<file path="src/rtl/logic_gate_bank_bist.sv">
// Bank of WIDTH two-input gate lanes with a registered result
// and a built-in self-test that sweeps all modes and patterns.
module logic_gate_bank_bist #(
   parameter int WIDTH = 4
) (
   input  logic             CLK,
   input  logic             CLR_N,
   input  logic [WIDTH-1:0] A,
   input  logic [WIDTH-1:0] B,
   input  logic [1:0]       MODE,
   input  logic             LD,
   input  logic             FAULT,
   input  logic             BIST_START,
   output logic [WIDTH-1:0] Y,
   output logic             BIST_BUSY,
   output logic             BIST_DONE,
   output logic             BIST_PASS
);

   typedef enum logic [1:0] {
      IDLE,
      APPLY,
      CHECK,
      DONE
   } state_t;

   // Golden results indexed by {mode, pattern}, kept apart from gate_f
   localparam logic [15:0] EXP_TBL = 16'h6187;

   state_t           state_q;
   state_t           state_d;
   logic [3:0]       idx_q;
   logic             err_q;
   logic             pass_q;
   logic [WIDTH-1:0] y_q;
   logic [WIDTH-1:0] pat_a;
   logic [WIDTH-1:0] pat_b;
   logic [WIDTH-1:0] exp_vec;
   logic             ld_fire;
   logic             bist_go;

   function automatic logic [WIDTH-1:0] gate_f(
      input logic [WIDTH-1:0] a,
      input logic [WIDTH-1:0] b,
      input logic [1:0]       m,
      input logic             flt
   );
      logic [WIDTH-1:0] r;
      unique case (m)
         2'b00:   r = a | b;
         2'b01:   r = ~(a | b);
         2'b10:   r = a & b;
         default: r = a ^ b;
      endcase
      r[0] = r[0] ^ flt;
      return r;
   endfunction

   assign pat_a   = {WIDTH{~idx_q[1]}};
   assign pat_b   = {WIDTH{~idx_q[0]}};
   assign exp_vec = {WIDTH{EXP_TBL[idx_q]}};

   always_comb begin
      state_d = state_q;
      ld_fire = 1'b0;
      bist_go = 1'b0;
      unique case (state_q)
         IDLE: begin
            if (BIST_START) begin
               state_d = APPLY;
               bist_go = 1'b1;
            end else if (LD) begin
               ld_fire = 1'b1;
            end
         end
         APPLY:   state_d = CHECK;
         CHECK:   state_d = (idx_q == 4'd15) ? DONE : APPLY;
         default: state_d = IDLE;
      endcase
   end

   always_ff @(posedge CLK or negedge CLR_N) begin
      if (!CLR_N) begin
         state_q <= IDLE;
         idx_q   <= '0;
         err_q   <= 1'b0;
         pass_q  <= 1'b0;
         y_q     <= '0;
      end else begin
         state_q <= state_d;
         if (bist_go) begin
            idx_q  <= '0;
            err_q  <= 1'b0;
            pass_q <= 1'b0;
         end
         if (ld_fire)
            y_q <= gate_f(A, B, MODE, FAULT);
         if (state_q == APPLY)
            y_q <= gate_f(pat_a, pat_b, idx_q[3:2], FAULT);
         if (state_q == CHECK) begin
            if (y_q != exp_vec)
               err_q <= 1'b1;
            if (idx_q != 4'd15)
               idx_q <= idx_q + 4'd1;
         end
         if (state_q == DONE)
            pass_q <= ~err_q;
      end
   end

   assign Y         = y_q;
   assign BIST_BUSY = (state_q != IDLE);
   assign BIST_DONE = (state_q == DONE);
   assign BIST_PASS = pass_q;

endmodule

</file>
<file path="config.mk">
export PLATFORM = sky130hd
export DESIGN_NAME = logic_gate_bank_bist
export DESIGN_NICKNAME = d
export VERILOG_FILES = /design/src/rtl/logic_gate_bank_bist.sv
export SDC_FILE = /design/constraint.sdc
export NUM_CORES = 1
export LEC_CHECK = 0
export CAP_MARGIN = 20
export CORE_UTILIZATION = 49
export DETAILED_ROUTE_END_ITERATION = 10
export PLACE_DENSITY = 0.74
export SETUP_SLACK_MARGIN = 0.5
export SYNTH_ARGS = -nofsm -noshare
export SYNTH_HDL_FRONTEND = slang
export SYNTH_SLANG_ARGS = --single-unit
</file>
<file path="constraint.sdc">
create_clock -name CLK -period 2 [get_ports CLK]
set_input_delay 0.5 -clock CLK [delete_from_list [all_inputs] [get_ports CLK]]
set_output_delay 0.5 -clock CLK [all_outputs]
set_load 0.01 [all_outputs]
</file>
Word-level counts from Yosys, hierarchy flattened
Memories as Yosys holds them, arrays and structs flattened.
Cells that the tools add are included.
{"block": "totals", "mem_count": 1, "inputBits": 15, "reg_bits": 12, "out_inout_bits": 7, "word_cells": 61, "mem_bits_ro": 16}
{"memory": "(name not given)", "depth": 16, "width": 1, "read_ports": 1, "rd_clocked_by_memory_dff": 0, "write_ports": 0, "line_no": "61", "text": "assign exp_vec = {WIDTH{EXP_TBL[idx_q]}};"}
{"block": "op_classes", "n_mux": 23, "bitwise": 13, "n_eq_ne": 11, "n_lt_le_gt_ge": 1, "reduce_logical": 6, "n_addsub": 1}
{"operator": "$mux W4", "count": 7}
{"operator": "$pmux W4 S3", "count": 2}
{"operator": "$mux W1", "count": 11}
{"operator": "$and A4 B4 Y4", "count": 2}
{"operator": "$eq A2 B2 Y1 const B", "count": 4}
{"operator": "$not A4 Y4", "count": 2}
{"operator": "$or A4 B4 Y4", "count": 2}
{"operator": "$xor A4 B4 Y4", "count": 2}
{"operator": "$eq A2 B1 Y1 const B", "count": 3}
{"operator": "$logic_not A2 Y1", "count": 3}
{"operator": "$pmux W2 S3", "count": 1}
{"operator": "$reduce_bool A2 Y1", "count": 3}
{"operator": "$lt A4 B5 Y1 const B", "count": 1}
{"operator": "$add A4 B1 Y4 const B", "count": 1}
{"operator": "$eq A4 B4 Y1 const B", "count": 1}
{"operator": "$mux W2", "count": 2}
{"operator": "$ne A4 B4 Y1", "count": 1}
{"operator": "$ne A4 B4 Y1 const B", "count": 1}
{"operator": "$not A1 Y1", "count": 3}
{"operator": "$ne A2 B2 Y1 const B", "count": 1}
{"operator": "$xor A1 B1 Y1", "count": 2}

Logic depth before layout (Yosys ltp)
{"block": "depth", "depth_word": 7, "depth_mapped": 7, "depth_no_buf": 7}

Worst setup path before layout
Ideal clock, no wire load.
{"block": "synth_timing", "path_kind": "register to register", "startpoint": "register idx_q[0]", "endpoint": "register err_q", "required_time_ps": 1879, "arrival_time_ps": 1348, "path_buffers": 0, "setup_time_ps": 121, "slack_ps": 531, "path_stages_with_launch": 8, "synth_period_minus_slack_ps": 1469, "path_cell_list": "dfrtp_1 > inv_1 > ha_1 > mux2i_1 > nor2_2 > a21oi_1 > mux2i_1 > o21ai_1"}
{"block": "synth_via", "elab_chain_len": 5}
{"item": "start: declaration", "line_no": "32", "text": "logic [3:0] idx_q;"}
{"item": "start signal: assignment", "line_no": "104", "text": "idx_q <= idx_q + 4'd1;"}
{"item": "$mem_v2 Z16 W1"}
{"item": "$mux W1 (not written as such)", "line_no": "61"}
{"item": "$ne A4 B4 Y1", "line_no": "101", "text": "if (y_q != exp_vec)"}
{"item": "$mux W1", "line_no": "101"}
{"item": "$mux W1", "line_no": "100", "text": "if (state_q == CHECK) begin"}
{"item": "end signal: assignment", "line_no": "86", "text": "err_q <= 1'b0;"}
{"item": "end signal: assignment", "line_no": "93", "text": "err_q <= 1'b0;"}
{"item": "end signal: assignment", "line_no": "102", "text": "err_q <= 1'b1;"}
{"item": "end: declaration", "line_no": "33", "text": "logic err_q;"}
No other way between the ends. The select of a mux whose other input is x is not followed.
A chain may end at the register's enable or synchronous reset.

Worst setup path in the final report
{"block": "layout_timing", "startpoint": "register state_q[0]", "endpoint": "output BIST_BUSY"}
{"block": "layout_via", "elab_chain_len": 1}
{"item": "start: declaration", "line_no": "30", "text": "state_t state_q;"}
{"item": "start signal: assignment", "line_no": "90", "text": "state_q <= state_d;"}
{"item": "$reduce_bool A2 Y1", "line_no": "112", "text": "assign BIST_BUSY = (state_q != IDLE);"}
{"item": "end: declaration", "line_no": "15", "text": "output logic BIST_BUSY,"}
No other way between the ends.

==> results.toml <==
[clock_network]
clk_pin_slew_ns = 0.08
tritoncts_clock_tree = "built"
worst_skew_pair.late_latency_ns = 0.27
maximum_clock_path_buffer_count = 2
clock_tree.root_cell = "sky130_fd_sc_hd__clkbuf_4"
htree_num_levels = 1
cts_sinks = 12
cts_made_buffers = 3

[critical_path]
ff2ff_path_depth = 7
endpoint_kind = "output port"
required_time_of_the_worst_setup_path_ns = 1.50
worst_r2r_startpoint = "idx_q[0]"
critical_path.endpoint = "BIST_BUSY"
critical_path.startpoint_type = "flip-flop"
cp-startpoint = "state_q[0]"
endpoint_of_the_worst_register_to_register_path = "err_q"
worstSetupPathType = "flip-flop to output port"
worst-r2r-setup-slack_ns = 0.41
cp.arrival_ns = 1.12
path_max_fanout = 3

[power_and_ir_drop]
leakage_power_uw = 0.000630
ir_drop_mv = 0.656
fin_total_pwr_uw = 1500
power_density_nw_per_um2 = 1120

[yosys]
post-synth-top-area-fraction = 0.313
mappedNetlistArea_um2 = 960
synthDominantAreaCellType = "sky130_fd_sc_hd__dfrtp_1"
count_of_distinct_cell_types_in_the_synthesized_netlist = 28
synth.avg_cell_area_um2 = 8.80
synth_sequential_area_ratio = 0.313
synth_flop_cell = "sky130_fd_sc_hd__dfrtp_1"
async_flop_share = 1.00
synthCells = 109
synth_area_leaders = "sky130_fd_sc_hd__dfrtp_1 31%, sky130_fd_sc_hd__ha_1 14%, sky130_fd_sc_hd__mux2i_1 6.3%"
mappedNetlistNets = 135
synth_enable_flop_cells = 0
synth_warnings = 0
yosys_register_bits = 12

[floorplanning]
floorplan.die.width_um = 46.3
num_io_pins = 22
rows = 15
die_height_um = 46.3
die_area_um2 = 2140
core_region_area_um2 = 1780
initial_utilization = 0.538

[sta]
tightest_slew_ns = 0.560
fin_skew_ns = 0.00416
fmax_mhz = 617
final_min_period_over_clock_period = 0.810
final.setup.tns_ns = 0
setup_viol = 0
finalMaxSlewViolations = 0
rsz0062_at_grt = "true"
relSlewSlack = 0.625
timing.final.crit_period_ns = 1.62
finalHoldViolations = 0

[finish]
filler_instances = 150
synthToLayoutAreaGrowth_pct = 38.9
num_antenna_cells = 0
final_common_cell = "sky130_fd_sc_hd__dlygate4sd2_1"
layout.cells.non_filler = 164
fin_area_um2 = 1330
layout.cells.most_common_list = "13 x sky130_fd_sc_hd__dlygate4sd2_1, 11 x sky130_fd_sc_hd__dfrtp_1, 9 x sky130_fd_sc_hd__inv_1, 9 x sky130_fd_sc_hd__ha_1"
layout.nets = 166
drive_gt1_frac = 0.237
utilization = 0.747

[detailed_routing]
drt_first_iter_violations = 7
post-route-drc-count = 0
dr.pass1.iters = 4
route.top_layer_used = "met4"
dr_total_vias = 876
drtAntennaViolNets = 0
route.met3.wl_um = 49
route.met2.wl_um = 1090
wire_per_inst_um = 12.2
finalWirelength_um = 2000
vias_per_cell = 5.34
route.layer.met1.wl_um = 819

[global_route]
first_pass_grt_wire_length_um = 3300
grt_max_degree = 13
grt_overflow_total = 0
globalRouteTotalUtil = 0.211
antenna_found_initial = 0
first_global_vias = 876

[place]
placedInstanceArea_um2 = 1200
gp_routability_congestion = 0.790
post-dp-hpwl_um = 1530
place.port_buffers = 21
placed_cells = 154

[job]
cap_viol_max_count = 0

[min_path]
worst_hold_path_type = "flip-flop to flip-flop"

[run_status]
outcome = "complete, no violations"
[where the power goes]
part	total [uW]	switching, uW	internal [uW]
sequential	458	105	352
clock	194	83.7	110
combinational	846	405	441
total	1500	594	904
[area by class of cell]
class | instances | area [um^2] | area share
clock buffers | 4 | 36.3 | 0.0272
multi-input cells | 82 | 649 | 0.487
flip-flops and latches | 12 | 302 | 0.226
well taps | 25 | 31.3 | 0.0235
inverters | 11 | 41.3 | 0.0310
repair buffers | 30 | 273 | 0.205
[state kept, by name, indices dropped and copies added, names as in the netlist]
name	flops
BIST_PASS	1
Y	4
err_q	1
idx_q	4
state_q	2
[critical path: stages (launching register included)]
cell,delay [ns]
sky130_fd_sc_hd__dfrtp_1,0.41
sky130_fd_sc_hd__or2_2,0.31
sky130_fd_sc_hd__clkbuf_2,0.14
[stage by stage]
stage | hold slack [ns] | worst slack (ns)
2_1_floorplan | 0.204 | 0.531
3_3_place_gp | 0.444 | 0.0332
3_5_place_dp | 0.454 | -0.0252
4_1_cts | 0.447 | 0.302
5_1_grt | 0.494 | 0.293
6_report | 0.463 | 0.380
[routing by layer]
| layer | GRT usage | vias up |
|---|---|---|
| met5 | 0 | - |
| met3 | 0.0157 | 6 |
| met2 | 0.403 | 18 |
| met1 | 0.240 | 423 |
| li1 | - | 429 |
| met4 | 0.0765 | 0 |
[cells in the mapped netlist (4+ instances only)]
master	n
sky130_fd_sc_hd__nor2_1	5
sky130_fd_sc_hd__a211oi_1	4
sky130_fd_sc_hd__mux2i_1	6
sky130_fd_sc_hd__nand2_1	8
sky130_fd_sc_hd__dfrtp_1	12
sky130_fd_sc_hd__ha_1	11
sky130_fd_sc_hd__inv_1	11
sky130_fd_sc_hd__a21o_1	4
sky130_fd_sc_hd__nand2b_1	4
sky130_fd_sc_hd__nand3_1	5
sky130_fd_sc_hd__xnor2_1	4
sky130_fd_sc_hd__a21oi_1	6
sky130_fd_sc_hd__o21ai_0	7
[worst min-delay path by stage]
stage | from | to | cells past startpoint
2_1_floorplan | CLR_N | BIST_PASS | 0
3_3_place_gp | err_q | BIST_PASS | 1
3_5_place_dp | state_q[0] | state_q[0] | 1
4_1_cts | state_q[0] | state_q[0] | 1
5_1_grt | err_q | BIST_PASS | 1
6_report | err_q | BIST_PASS | 1
[cells by family after synthesis]
kind of cell    count (synthesis)  synth area share
simple gates                   33             0.176
compound gates                 26             0.179
buf+inv                        15            0.0717
flops                          12             0.313
fa+ha+maj                      11             0.143
xor+xnor                        6            0.0548
mux                             6            0.0626
[what timing repair did]
item / 4_1_cts / 5_1_grt
hold buffers: 0 / 0
endpoints found under the setup margin: 12 / 9
pin swaps: 5 / 5
resized for setup: 36 / 10
buffers inserted: 6 / 0
hold endpoints to repair: 0 / 0
(Power assumes the default switching activity.)
